File: src/rtl/pc_fetch_ctrl.sv
`default_nettype none
// ============================================================================
// Module   : pc_fetch_ctrl
// Brief    : Program counter and fetch sequencer. Drives the branch-target
//            table index, steers the instruction address from the returned
//            target, handles the Start/Done program handshake and counts
//            cycles spent running.
// Revision : 1.0 - initial release
// ============================================================================
module pc_fetch_ctrl #(
  parameter int PW     = 8,
  parameter int START0 = 0,
  parameter int START1 = 0,
  parameter int START2 = 4,
  parameter int CW     = 16
) (
  input  logic          Clk,
  input  logic          Reset,
  input  logic          Start,
  input  logic [1:0]    ProgSel,
  input  logic          Halt,
  input  logic          Stall,
  input  logic          BranchEn,
  input  logic          BranchCond,
  input  logic [3:0]    LutIdx,
  output logic [3:0]    LutAddr,
  input  logic [PW-1:0] LutTarget,
  output logic [PW-1:0] ProgCtr,
  output logic          Running,
  output logic          Done,
  output logic [CW-1:0] CycleCnt
);

  typedef enum logic [1:0] {
    S_IDLE   = 2'd0,
    S_RUN    = 2'd1,
    S_HALTED = 2'd2
  } state_t;

  state_t        r_state;
  state_t        w_state_nxt;
  logic [PW-1:0] r_pc;
  logic [PW-1:0] w_pc_nxt;
  logic [CW-1:0] r_cnt;
  logic [CW-1:0] w_cnt_nxt;
  logic [PW-1:0] w_start_pc;
  logic [CW-1:0] w_cnt_inc;
  logic          w_taken;

  // The branch table is a pure lookup, so the index is passed straight through.
  assign LutAddr  = LutIdx;
  assign ProgCtr  = r_pc;
  assign CycleCnt = r_cnt;
  assign Running  = (r_state == S_RUN);
  assign Done     = (r_state == S_HALTED);

  assign w_taken   = BranchEn & BranchCond;
  // Counter sticks at all-ones instead of wrapping.
  assign w_cnt_inc = (&r_cnt) ? r_cnt : r_cnt + CW'(1);

  // Start address selection; select value 3 reuses program 1's entry point.
  always_comb begin
    w_start_pc = PW'(START0);
    case (ProgSel)
      2'd1:    w_start_pc = PW'(START1);
      2'd2:    w_start_pc = PW'(START2);
      default: w_start_pc = PW'(START0);
    endcase
  end

  // Next-state, next-PC and next-count; in RUN: stall > halt > branch > increment.
  always_comb begin
    w_state_nxt = r_state;
    w_pc_nxt    = r_pc;
    w_cnt_nxt   = r_cnt;
    case (r_state)
      S_RUN: begin
        w_cnt_nxt = w_cnt_inc;
        if (Stall) begin
          w_pc_nxt = r_pc;
        end else if (Halt) begin
          w_state_nxt = S_HALTED;
        end else if (w_taken) begin
          w_pc_nxt = LutTarget;
        end else begin
          w_pc_nxt = r_pc + PW'(1);
        end
      end
      default: begin
        // IDLE and HALTED both wait for Start and otherwise hold everything.
        if (Start) begin
          w_state_nxt = S_RUN;
          w_pc_nxt    = w_start_pc;
          w_cnt_nxt   = '0;
        end
      end
    endcase
  end

  // State, PC and cycle-count registers with synchronous reset.
  always_ff @(posedge Clk) begin
    if (Reset) begin
      r_state <= S_IDLE;
      r_pc    <= '0;
      r_cnt   <= '0;
    end else begin
      r_state <= w_state_nxt;
      r_pc    <= w_pc_nxt;
      r_cnt   <= w_cnt_nxt;
    end
  end

endmodule
`default_nettype wire

File: config.mk
export PLATFORM = sky130hd
export DESIGN_NAME = pc_fetch_ctrl
export DESIGN_NICKNAME = d
export VERILOG_FILES = /design/src/rtl/pc_fetch_ctrl.sv
export SDC_FILE = /design/constraint.sdc
export NUM_CORES = 1
export LEC_CHECK = 0
export ABC_AREA = 0
export BUFFER_PORTS_ARGS = -buffer_cell sky130_fd_sc_hd__clkbuf_2
export CORE_UTILIZATION = 53
export CTS_CLUSTER_DIAMETER = 150
export CTS_CLUSTER_SIZE = 12
export DETAILED_ROUTE_END_ITERATION = 8
export PLACE_DENSITY = 0.9
export SYNTH_ARGS = -nofsm -noshare
export SYNTH_HDL_FRONTEND = slang
export SYNTH_SLANG_ARGS = --single-unit
File: constraint.sdc
create_clock -name Clk -period 5.85 [get_ports Clk]
set_clock_uncertainty 0.1 [all_clocks]
set_input_delay 1.17 -clock Clk [delete_from_list [all_inputs] [get_ports Clk]]
set_output_delay 1.17 -clock Clk [all_outputs]
set_load 0.01 [all_outputs]
---- After elaboration in Yosys (flattened, before gate mapping) ----
Index checks and enable logic that the tools add are counted.
operators by class
  bitwise logic cells ..................... 1
  reductions and logical operators ........ 5
  add/subtract/negate cells ............... 2
  muxes and demuxes ....................... 13
  equality and inequality tests ........... 7
operator list
  operator               number
  $mux 16                3
  $mux 8                 5
  $add 16x1->16 const B  1
  $reduce_and 16->1      1
  $add 8x1->8 const B    1
  $mux 2                 4
  $ne 2x2->1 const B     4
  $reduce_and 3->1       2
  $eq 2x2->1 const B     2
  $mux 3                 1
  $eq 2x1->1 const B     1
  $reduce_and 2->1       1
  $reduce_bool 2->1      1
  $and 1x1->1            1
word-level totals
  register bits after elaboration ......... 26

---- Logic depth before layout (Yosys ltp) ----
  depth after elaboration ................. 5
  gate-level depth with buffers ........... 7
  depth with buffers taken out ............ 5

---- Worst setup path after synthesis ----
No wires, ideal clock.
  path kind ............................... input to output
  start point ............................. in LutIdx[0]
  end point ............................... out LutAddr[0]
  path slack .............................. 3291 ps
  stages on the path ...................... 1
  arrival time ............................ 1289 ps
  buffers on the path ..................... 1
  cells stage by stage .................... buf_4
RTL lines
  element          RTL line  source
  start, declared  25        input logic [3:0] LutIdx,
  end, declared    26        output logic [3:0] LutAddr,
No word-level cell between the ends.

---- Final worst setup path ----
  start point ............................. reg r_state[1]
  end point ............................... out Running
on the way
  cells in the longest elaborated chain, start to end .. 1
RTL lines
  element                 RTL line  source
  start, declared         40        state_t r_state;
  start signal, assigned  107       r_state <= w_state_nxt;
  $eq 2x1->1              54        assign Running = (r_state == S_RUN);
  end, declared           29        output logic Running,
Every way passes these cells.

==> out/metrics.csv <==
stage,metric,value,unit
logic_synthesis,sequential-to-total area share from yosys stat,34.75,%
die,Core Box Area,0.002567,mm^2
worst_setup_path,crit path DAT,1440,ps
final_layout,Area Overhead vs Synth,14.37,%
power_and_ir_drop,P_leak,0.6379,nW
route,routed length per instance,13.94,um
global_route,global-route wire length before repair,5568,um
place,Cells after DPL,247,
timing,final hold slack,393.8,ps
route,# DRC,0,
power_and_ir_drop,Pwr Density,172.8,mW/mm^2
clock_tree,Bufs on Longest Clock Path,2,
run,# Max-Cap Violations,0,
worst_setup_path,reg2reg end,CycleCnt[12]$_SDFFE_PP0P_,
clock_tree,# clock sinks,26,
final_layout,Fill cells,231,
clock_tree,CTS buffer count,3,
status,outcome,"finished, final reports clean",
worst_setup_path,crit path to,Running,
worst_setup_path,Worst R2R Start,CycleCnt[0]$_SDFFE_PP0P_,
clock_tree,clock transition at the registers of the reported paths,130,ps
worst_setup_path,crit path max fanout,11,
die,Core Rows,18,
clock_tree,post-cts sizing count,0,
logic_synthesis,Synth area leaders,"dfxtp_1, nand2_1, a21oi_1",
timing,Final Max Tran Viols,0,
logic_synthesis,Post-synth ARST share,0,%
power_and_ir_drop,P_int,0.2176,mW
timing,Final Hold Viols,0,
worst_setup_path,CP endpoint kind,output port,
global_route,largest net degree at the start of global routing,15,
route,1st-pass router iterations,4,
logic_synthesis,area share of the largest cell type after synthesis,34.75,%
timing,normalized max-slew margin,35.51,%
clock_tree,depth of the CTS H-tree,1,
timing,RSZ-0062 raised after global routing,no,
worst_setup_path,reg2reg path depth,5,
worst_setup_path,sequence of cells on the critical path,nand2b_1 -> inv_1 -> clkbuf_2,
timing,worst slew pin tran,967.3,ps
final_layout,most frequent cells in the layout,"clkbuf_2, dfxtp_1, nand2_1",
final_layout,register area,520.5,um^2
global_route,initial antenna violation count,0,
route,met2 wire length,1627,um
worst_setup_path,r2r setup slk,3760,ps
logic_synthesis,warnings from Yosys,0,
die,Die Wd,55.16,um
logic_synthesis,syn avg cell area,8.096,um^2
power_and_ir_drop,Max VDD drop,0.1941,mV
timing,Tcrit/Tclk final,46.41,%
power_and_ir_drop,P_sw,0.07842,mW
route,initial DRC count,42,
timing,setup_tns,0,ps
worst_setup_path,Slowest cell on crit path,dfxtp_1,
final_layout,nets@finish,245,
route,vias per cell,6.204,
die,I/O pin cnt,51,
global_route,total grt overflow,0,
timing,post-layout min period,2715,ps
place,input/output buffers,42,
clock_tree,CTS tree,yes,
route,met1 wire length,1602,um
die,Die Y,55.16,um
timing,Finish-stage setup viols,0,
worst_setup_path,largest delay contributor family on the critical path,buffers and inverters,
route,aggregate routed wire length,3484,um
logic_synthesis,leading area contributor after synthesis,dfxtp_1,
logic_synthesis,Syn Nets,208,
worst_setup_path,Critical Path Source,r_state[1]$_SDFFE_PP0P_,
place,Setup WS pre-CTS,3114,ps
clock_tree,Root Driver,clkbuf_4,
worst_setup_path,crit-path max cell delay,370,ps
logic_synthesis,Mapped Cells,185,
final_layout,"most common cell after layout, fill and taps aside",clkbuf_2,
final_layout,share of cells above drive strength 1,23.64,%
timing,final setup margin,3135,ps
die,initial core utilization,58.33,%
logic_synthesis,synthesized area,0.001498,mm^2
route,metal3 WL,203,um
die,Die ar.,0.003043,mm^2
power_and_ir_drop,sequential share of power,62.1,%
global_route,Global Route Usage Sum,25.41,%
final_layout,Antenna diodes,0,
power_and_ir_drop,switching part of the total,26.50,%
route,DRT antenna net count,0,
route,Vias,1551,
logic_synthesis,post-synthesis sequential element count,26,
clock_tree,"Hold-fix buffers, CTS",0,
logic_synthesis,"Distinct cells, synth",46,
worst_setup_path,Critical path buffers and inverters,2,
power_and_ir_drop,Logic pwr share,12.2,%
worst_setup_path,critical path depth,3,
power_and_ir_drop,Clk pwr share,25.7,%
logic_synthesis,prevailing post-synth register cell,dfxtp_1,
clock_tree,Post-CTS Setup Repair Bufs,0,
final_layout,multi-input logic area,907.1,um^2
logic_synthesis,"EDFF count, synth",0,
clock_tree,"Clk Latency, worst-skew pair",320,ps
place,Placer Congestion,0.8986,
final_layout,non-filler instance count after layout,250,
place,Post-DP HPWL,2607,um
min_path,worst min-delay path category,flip-flop to flip-flop,
route,max layer used,met4,
timing,Max Fclk,0.3683,GHz
global_route,number of global-route vias before repair,1237,
worst_setup_path,crit path launch type,flip-flop,
worst_setup_path,worst setup path category,flip-flop to output port,
worst_setup_path,CP required,4580,ps
[power by group through the flow]
stage / Clock [mW] / Sequential (mW) / Combinational, mW
CTS: 0.0767 / 0.184 / 0.0358
floorplan: 0 / 0.188 / 0.0239
detailed placement: 0 / 0.188 / 0.0354
global route: 0.0857 / 0.185 / 0.0399
finish: 0.0760 / 0.184 / 0.0361
global placement: 0 / 0.188 / 0.0346
[cell usage after synthesis (4+ instances only)]
| cell type | count |
|---|---|
| dfxtp_1 | 26 |
| nand2_1 | 22 |
| a21oi_1 | 16 |
| o21ai_0 | 14 |
| nand3_1 | 10 |
| nand2b_1 | 7 |
| mux2i_1 | 6 |
| nor2_1 | 6 |
| nor3_1 | 6 |
| a211oi_1 | 5 |
| o31ai_1 | 5 |
| or4_1 | 5 |
| buf_4 | 4 |
| clkbuf_1 | 4 |
| inv_1 | 4 |
[area by class of cell]
class / instances / share of cell area [%]
multi-input combinational: 145 / 52.96
sequential: 26 / 30.39
timing repair buffer: 42 / 12.27
tap: 30 / 2.191
clock buffer: 3 / 1.315
inverter: 4 / 0.8766
[cells by family after synthesis]
family                     synth area share, %
and+or+nand+nor                          28.32
DFF                                      34.75
muxes                                    4.762
buffers and inverters                    4.677
xor gates and xnor gates                 1.170
AOI/OAI and AO/OA                        24.65
adders and majority gates                1.671
[worst min-delay path by stage]
stage | from | to | slack (ps) | cells after the start
finish | ProgCtr[7]$_SDFFE_PP0P_ | ProgCtr[7]$_SDFFE_PP0P_ | 390 | 2
detailed placement | ProgCtr[7]$_SDFFE_PP0P_ | ProgCtr[7]$_SDFFE_PP0P_ | 380 | 2
global route | ProgCtr[7]$_SDFFE_PP0P_ | ProgCtr[7]$_SDFFE_PP0P_ | 420 | 2
CTS | ProgCtr[7]$_SDFFE_PP0P_ | ProgCtr[7]$_SDFFE_PP0P_ | 400 | 2
floorplan | r_state[1]$_SDFFE_PP0P_ | r_state[1]$_SDFFE_PP0P_ | 370 | 2
global placement | ProgCtr[7]$_SDFFE_PP0P_ | ProgCtr[7]$_SDFFE_PP0P_ | 370 | 2
[flip-flops by register name, summed over array words and instances, names as in the netlist]
name,count
r_state,2
CycleCnt,16
ProgCtr,8
[per-stage QoR]
stage | instance area [um^2] | util, % | power [mW]
2_1_floorplan | 1498 | - | 0.2118
3_3_place_gp | 1690 | 65.84 | 0.2223
3_5_place_dp | 1690 | 65.84 | 0.2233
4_1_cts | 1713 | 66.72 | 0.2963
5_1_grt | 1713 | 66.72 | 0.3105
6_report | 1713 | 66.72 | 0.2960
[per-layer routing]
| metal | global-route usage, % | up-vias |
|---|---|---|
| li1 | - | 773 |
| met3 | 6.011 | 8 |
| met5 | 0 | - |
| met4 | 7.083 | 0 |
| met2 | 41.37 | 48 |
| met1 | 33.33 | 722 |
[worst min-delay path: cells and delay by family, from the launching register on]
kind | cells | cell delay (ps)
AO/OA/AOI/OAI | 1 | 50
flip-flops | 1 | 350
AND/OR/NAND/NOR | 1 | 60
Power figures use the tool's default switching activity.
